[src/rtl/mux8_pkg.sv]
// mux8_pkg: shared sizes and slot-state type for the 8-channel byte collector.
// Build option: MUX8_RR_ARB_EN selects round-robin arbitration (fixed priority otherwise).
package mux8_pkg;

  localparam int NUM_CH = 8;
  localparam int DATA_W = 8;
  localparam int SEL_W  = 3;
  localparam int CNT_W  = 16;

  // Output slot occupancy; FULL is exactly when valid_out is high.
  typedef enum logic {
    EMPTY = 1'b0,
    FULL  = 1'b1
  } slot_state_e;

endpackage

[src/rtl/rr_arbiter.sv]
// rr_arbiter: picks one requesting channel and returns it one-hot and as an index.
// Build option: MUX8_RR_ARB_EN -> search starts at ptr and wraps; otherwise the
// lowest requesting index wins and no pointer input exists.
module rr_arbiter
  import mux8_pkg::*;
(
  input  logic [NUM_CH-1:0] valid,
`ifdef MUX8_RR_ARB_EN
  input  logic [SEL_W-1:0]  ptr,
`endif
  output logic [NUM_CH-1:0] grant,
  output logic [SEL_W-1:0]  idx,
  output logic              any
);

  assign any = |valid;

  // Scan from the farthest candidate to the nearest so the nearest valid one wins.
  always_comb begin
    idx = '0;
    for (int k = NUM_CH - 1; k >= 0; k--) begin
`ifdef MUX8_RR_ARB_EN
      if (valid[SEL_W'(ptr + SEL_W'(k))]) begin
        idx = SEL_W'(ptr + SEL_W'(k));
      end
`else
      if (valid[k]) begin
        idx = SEL_W'(k);
      end
`endif
    end
  end

  genvar gi;
  generate
    for (gi = 0; gi < NUM_CH; gi++) begin : g_grant
      assign grant[gi] = any && (idx == SEL_W'(gi));
    end
  endgenerate

endmodule

[src/rtl/mux8_collector.sv]
// mux8_collector: collects bytes from 8 valid/ready channels into a single
// registered output slot with one-byte-per-cycle throughput and a transfer counter.
// Build option: MUX8_RR_ARB_EN -> round-robin grant pointer; default is fixed priority.
module mux8_collector #(
  parameter int NUM_CH = mux8_pkg::NUM_CH,
  parameter int DATA_W = mux8_pkg::DATA_W
) (
  input  logic                       clk,
  input  logic                       rst_n,
  input  logic [NUM_CH*DATA_W-1:0]   Data_in,
  input  logic [NUM_CH-1:0]          valid_in,
  output logic [NUM_CH-1:0]          ready_in,
  output logic [DATA_W-1:0]          Data_out,
  output logic [mux8_pkg::SEL_W-1:0] sel_out,
  output logic                       valid_out,
  input  logic                       ready_out,
  output logic [mux8_pkg::CNT_W-1:0] xfer_cnt
);

  import mux8_pkg::*;

  slot_state_e              state_q, state_d;
  logic [DATA_W-1:0]        data_q, data_d;
  logic [SEL_W-1:0]         sel_q, sel_d;
  logic [CNT_W-1:0]         cnt_q, cnt_d;

  logic [NUM_CH-1:0]        arb_grant;
  logic [SEL_W-1:0]         arb_idx;
  logic                     arb_any;
  logic                     slot_free;
  logic                     accept;
  logic                     drain;
  logic [DATA_W-1:0]        ch_data [NUM_CH];

  genvar gi;
  generate
    for (gi = 0; gi < NUM_CH; gi++) begin : g_unpack
      assign ch_data[gi] = Data_in[gi*DATA_W +: DATA_W];
    end
  endgenerate

`ifdef MUX8_RR_ARB_EN
  logic [SEL_W-1:0]         ptr_q, ptr_d;

  rr_arbiter u_arb (
    .valid (valid_in),
    .ptr   (ptr_q),
    .grant (arb_grant),
    .idx   (arb_idx),
    .any   (arb_any)
  );
`else
  rr_arbiter u_arb (
    .valid (valid_in),
    .grant (arb_grant),
    .idx   (arb_idx),
    .any   (arb_any)
  );
`endif

  // The slot can take a byte when empty or when it is being drained this edge.
  assign slot_free = (state_q == EMPTY) || ready_out;
  // Grant is already zero when nothing is valid; reset forces no handshake.
  assign ready_in  = (rst_n && slot_free && arb_any) ? arb_grant : '0;
  assign accept    = |ready_in;
  assign drain     = (state_q == FULL) && ready_out;

  assign valid_out = (state_q == FULL);
  assign Data_out  = data_q;
  assign sel_out   = sel_q;
  assign xfer_cnt  = cnt_q;

  // Next slot state, payload, counter and pointer from the two handshakes.
  always_comb begin
    state_d = state_q;
    data_d  = data_q;
    sel_d   = sel_q;
    cnt_d   = cnt_q;
`ifdef MUX8_RR_ARB_EN
    ptr_d   = ptr_q;
`endif
    case (state_q)
      EMPTY:   if (accept) state_d = FULL;
      FULL:    if (drain && !accept) state_d = EMPTY;
      default: state_d = EMPTY;
    endcase
    if (drain) begin
      cnt_d = cnt_q + CNT_W'(1);
    end
    if (accept) begin
      data_d = ch_data[arb_idx];
      sel_d  = arb_idx;
`ifdef MUX8_RR_ARB_EN
      ptr_d  = arb_idx + SEL_W'(1);
`endif
    end
  end

  // State register; a reset drops any held byte without counting it.
  always_ff @(posedge clk) begin
    if (!rst_n) begin
      state_q <= EMPTY;
      data_q  <= '0;
      sel_q   <= '0;
      cnt_q   <= '0;
`ifdef MUX8_RR_ARB_EN
      ptr_q   <= '0;
`endif
    end else begin
      state_q <= state_d;
      data_q  <= data_d;
      sel_q   <= sel_d;
      cnt_q   <= cnt_d;
`ifdef MUX8_RR_ARB_EN
      ptr_q   <= ptr_d;
`endif
    end
  end

endmodule

[config.mk]
export PLATFORM = sky130hd
export DESIGN_NAME = mux8_collector
export DESIGN_NICKNAME = d
export VERILOG_FILES = /design/src/rtl/mux8_pkg.sv /design/src/rtl/rr_arbiter.sv /design/src/rtl/mux8_collector.sv
export SDC_FILE = /design/constraint.sdc
export NUM_CORES = 1
export LEC_CHECK = 0
export ABC_AREA = 0
export BUFFER_PORTS_ARGS = -buffer_cell sky130_fd_sc_hd__buf_4
export CORE_MARGIN = 2
export CORE_UTILIZATION = 46
export CTS_CLUSTER_DIAMETER = 120
export DETAILED_ROUTE_END_ITERATION = 6
export MAX_ROUTING_LAYER = met4
export PLACE_DENSITY = 0.95
export SLEW_MARGIN = 20
export SYNTH_ARGS = -nofsm -noshare
export SYNTH_HDL_FRONTEND = slang
export SYNTH_SLANG_ARGS = --single-unit
[constraint.sdc]
create_clock -name clk -period 3.3 [get_ports clk]
set_input_delay 0.33 -clock clk [delete_from_list [all_inputs] [get_ports clk]]
set_output_delay 0.33 -clock clk [all_outputs]
set_load 0.05 [all_outputs]
== After elaboration in Yosys (flattened, before gate mapping) ==
Cells that the tools add are included.
Word-level totals
  register bits: 28
  input port bits: 75
  output and inout bits: 36
  word-level logic and storage cells: 47
Cells by class
  add/subtract/negate cells: 1
  magnitude comparators: 1
  equality and inequality tests: 7
  multiplexer cells: 15
  bitwise logic cells: 2
  reduce and logical (&&, ||, !) cells: 17
Operators by type and width (number)
  binary-select mux 8 bit (select 3 bit): 1
  two-way mux 3 bit: 8
  two-way mux 8 bit: 3
  adder 16 x 1 -> 16 bit (second input constant): 1
  OR reduction 8 bit: 2
  equality test 3 bit (second input constant): 4
  logical AND 1 bit: 12
  equality test 3 x 2 -> 1 bit (second input constant): 2
  >= comparator 4 bit (second input constant): 1
  NOT 3 -> 4 bit: 1
  equality test 3 x 1 -> 1 bit (second input constant): 1
  logical NOT 3 bit: 1
  two-way mux 1 bit: 2
  one-hot mux 1 bit (2 select lines): 1
  logical NOT 1 bit: 1
  logical OR 1 bit: 1
  NOT 1 bit: 1

== Depth between registers and ports, before layout ==
  depth in word-level cells: 16
  gate-level depth with buffers: 7
  depth with buffers taken out: 5

== Cells and area by module ==
A second synthesis with hierarchy kept.
Unflattened totals
  cell total of the unflattened synthesis: 190
  area, all modules: 1785.5 um^2
By module, submodules not included
  mux8_collector: times used 1, cells each 165, area an instance 1646.6 um^2, sequential area each 560.5 um^2
  rr_arbiter: times used 1, cells each 25, area an instance 138.9 um^2, sequential area each 0.0 um^2

== Worst setup path after synthesis ==
OpenSTA, ideal clock, no wires.
  path kind: input-to-reg
  from: in valid_in[2]
  to: reg data_q[2] (netlist: Data_out[2])
  setup time: 0.075 ns
  arrival: 2.331 ns
  path slack: 0.894 ns
  cell stages on the path: 6
  cells stage by stage: buf_2 nor4_4 nand4b_2 nor2b_1 a222oi_1 a31oi_1
Between the ends
  word-level cells in the longest chain between the ends: 7
  elaborated cells on any way between the ends: 27
  those cells by class: eq/ne (7); mux (7); bitwise (1); reduce/logical (12)
RTL lines
  start: declaration: RTL line mux8_collector.sv:11  | input logic [NUM_CH-1:0] valid_in,
  two-way mux 3 bit (3 in a row): RTL line rr_arbiter.sv:27  | if (valid[k]) begin
  equality test 3 bit: RTL line rr_arbiter.sv:37  | assign grant[gi] = any && (idx == SEL_W'(gi));
  logical AND 1 bit: RTL line rr_arbiter.sv:37
  two-way mux 8 bit *: RTL line mux8_collector.sv:64  | assign ready_in = (rst_n && slot_free && arb_any) ? arb_grant : '0;
  net ready_in[4]: RTL line mux8_collector.sv:12  | output logic [NUM_CH-1:0] ready_in,
  OR reduction 8 bit *: RTL line mux8_collector.sv:65  | assign accept = |ready_in;
  end signal: assignment: RTL line mux8_collector.sv:111  | data_q <= data_d;
  end: declaration: RTL line mux8_collector.sv:23  | logic [DATA_W-1:0] data_q, data_d;
Mark *: on every way through the listed nets, which the timed path passes. The rest lies on a longest branch. The select of a mux whose other input is x is not followed.
A chain may end at the register's enable or synchronous reset.

== Worst setup path after layout ==
  from: in valid_in[6]
  to: out ready_in[2]
Between the ends
  word-level cells in the longest chain between the ends: 10
  elaborated cells on any way between the ends: 12
  those cells by class: eq/ne (1); mux (8); reduce/logical (3)
RTL lines (RTL line)
  two-way mux 3 bit (7 in a row): rr_arbiter.sv:27
  equality test 3 x 2 -> 1 bit: rr_arbiter.sv:37
  logical AND 1 bit: rr_arbiter.sv:37
  two-way mux 8 bit *: mux8_collector.sv:64
  end: declaration: mux8_collector.sv:12
Every way passes the cells marked *; elsewhere a longest branch is shown, timed or not.

==> impl_metrics.py <==
metrics = {
    "outcome": {
        "status": "finished, final reports clean",
    },
    "cts": {
        "post-cts-setup-buffer-count": 0,
        "cts_made_buffers": 3,
        "cts.sinks": 28,
        "cts.clk_slew.worst_paths_ns": 0.09,
        "cts_resized": 0,
        "cts_max_path_buffers": 2,
        "tritoncts": "built",
        "insertion_delay_ns": 0.27,
        "cts_max_level": 1,
        "cts_root_buffer": "clkbuf_8",
        "cts_hold_buf": 0,
    },
    "drt": {
        "drt_pass1_iterations": 6,
        "num_vias": 2073,
        "drtAntennaViolNets": 0,
        "routed_via_density": 5.727,
        "routed_wl_um": 5761,
        "drt-wirelength-per-cell_um": 15.91,
        "route.detailed.drc": 0,
        "drtIter0Drc": 233,
    },
    "placed_design": {
        "dp_hpwl_um": 4566,
        "placed_area_um2": 2596,
        "dp_slack_ns": 1.058,
        "gp_congestion": 0.9362,
        "io_buffers": 110,
    },
    "sta": {
        "rsz0062_at_grt": "false",
        "period_share": 0.6797,
        "worst_pin_slew_ns": 0.9473,
        "worst_hold_slack_ns": 0.3130,
        "fmax_ghz": 0.4459,
        "slew_viol_final": 0,
        "hold_viol_final": 0,
        "final-setup-viol-count": 0,
        "fin_skew_ns": 0.006130,
        "setup_ws_ns": 1.057,
        "relSlewSlack": 0.3685,
        "fin_setup_tns_ns": 0,
        "period_needed_ns": 2.243,
    },
    "yosys": {
        "synthTopCellsByCount": "nor2_1, dfxtp_1, a22oi_1, nand2_1, mux2_2",
        "ys_top_cells_by_area": "dfxtp_1, a22oi_1, mux2_2, nor2_1, xor2_1",
        "yosysUniqueCellTypes": 39,
        "synthArstFlopShare": 0,
        "synth_edf_count": 0,
        "synth-xor-area-share": 0.06472,
        "yosysWarnings": 0,
        "muxShareOfSynthArea": 0.09957,
        "syn-num-nets": 287,
        "synth_area_um2": 1759,
        "postSynthAreaPerCell_um2": 8.337,
        "synthFlopType": "dfxtp_1",
        "syn_inst": 211,
        "synth_compound_area_frac": 0.2276,
        "synth.top_cell.area_share": 0.3186,
        "yosysMostFrequentCell": "nor2_1",
        "synth_top_area_cell": "dfxtp_1",
        "synth_adder_area_share": 0.007112,
        "synth_top_family_by_area": "simple AND/OR/NAND/NOR gates",
        "ys_ff_latch": 28,
        "yosysSeqAreaShare": 0.3186,
        "synthSimpleGateAreaFrac": 0.2376,
    },
    "critical_path": {
        "path_cells": "buf_4 -> nand2b_1 -> a221oi_4 -> inv_1 -> and2_1 -> buf_4",
        "crit_arrival_ns": 1.91,
        "cp_data_required_time_ns": 2.97,
        "critPathMaxFanout": 18,
        "endpoint_kind": "primary output",
        "crit_path_max_incr_delay_ns": 0.80,
        "crit_top_cell": "buf_4",
        "crit_slowest_cell": "a221oi_4",
        "ff2ff_setup_slack_ns": 1.51,
        "start_kind": "primary input",
        "critPathKind": "in2out",
    },
    "run": {
        "cap_violations": 0,
    },
    "global_routing": {
        "track_usage": 0.2781,
        "grt_max_degree": 21,
        "overflow": 0,
        "grt_pass1_wl_um": 9018,
        "antenna_found_initial": 0,
        "grt_pass1_vias": 1877,
    },
    "floorplanning": {
        "start_util": 0.4805,
        "die_x_um": 65.84,
        "die_y_um": 65.84,
        "fp-row-count": 22,
        "core-area_um2": 3661,
        "ios": 111,
        "die_area_um2": 4335,
    },
    "finish": {
        "antennaDiodeCount": 0,
        "layout.nets": 391,
        "drive_gt1_frac": 0.4236,
        "area_growth_syn_to_layout_pct": 51.64,
        "fin_area_um2": 2668,
    },
    "pwr": {
        "powerDensity_nw_per_um2": 333.9,
        "ir_drop_mv": 0.2000,
        "power.leakage_nw": 1.182,
    },
    "worst_hold_path": {
        "hold_class": "in2reg",
    },
}
==> per-layer routing <==
layer,GRT usage,part of all wire,up-vias
met4,0.08333,0.023,0
met5,-,0,-
li1,-,-,979
met3,0.03066,0.066,16
met2,0.4609,0.51,103
met1,0.3577,0.40,975
==> cell usage in the layout (no fill, tap or decap), types with 3 or more instances in the layout <==
cell      count
nor3_1        4
nand3_1       4
nand2_1      13
mux2i_1       4
nor4_1        3
o211ai_1      6
a21o_1        3
or3_1         3
nand4_1       4
nor2_1       32
a22oi_1      20
dfxtp_1      28
buf_4       111
mux2_2       12
inv_1         5
xnor2_1       5
o21ai_0       6
clkbuf_8      3
and2_1        5
xor2_1        8
a31oi_1       9
nand2b_1      4
==> logic make-up (layout without fill, tap and decap cells) <==
| kind of cell | after synthesis | count (layout) |
|---|---|---|
| simple gates | 82 | 82 |
| xor+xnor | 13 | 13 |
| compound gates | 53 | 53 |
| flops | 28 | 28 |
| mux | 16 | 16 |
| buf+inv | 18 | 121 |
| fa+ha+maj | 1 | 1 |
==> layout make-up <==
cell class              count  area, um^2
clock buffers               3       41.29
clock inverters             1       30.03
fillers                   280       993.5
inverters                   6       22.52
multi-input cells         165        1120
flip-flops and latches     28       560.5
well taps                  48       60.06
repair buffers            111       833.3
==> path summary, 6_finish.rpt <==
kind / startpoint / endpoint / cells past startpoint
setup / recovery: valid_in[6] / ready_in[2] / 6
hold / removal: Data_in[41] / Data_out[1]$_SDFFE_PN0P_ / 3
setup reg to reg: valid_out$_SDFF_PN0_ / Data_out[3]$_SDFFE_PN0P_ / 5
hold reg to reg: sel_out[0]$_SDFFE_PN0P_ / sel_out[0]$_SDFFE_PN0P_ / 2
==> per-stage QoR <==
step,power [mW],util,cells
after floorplan,0.5124,-,211
after global placement,0.6219,0.7092,358
after detailed placement,0.6274,0.7092,358
after CTS,0.8905,0.7286,362
after global routing,0.9212,0.7286,362
final,0.8906,0.7286,362
==> registers in the layout (all words and copies together), names as in the netlist <==
signal	count
Data_out	8
sel_out	3
xfer_cnt	16
valid_out	1
==> critical path: cells and delay by family <==
kind / cells / cell delay [ns]
compound gates: 1 / 0.80
buf+inv: 3 / 0.42
simple gates: 2 / 0.34
==> report_power, final <==
group,total (mW),switching [mW],internal (mW)
registers,0.362,0.0102,0.352
logic,0.261,0.142,0.119
clock network,0.267,0.105,0.162
total,0.891,0.257,0.634
(Power assumes the default switching activity.)
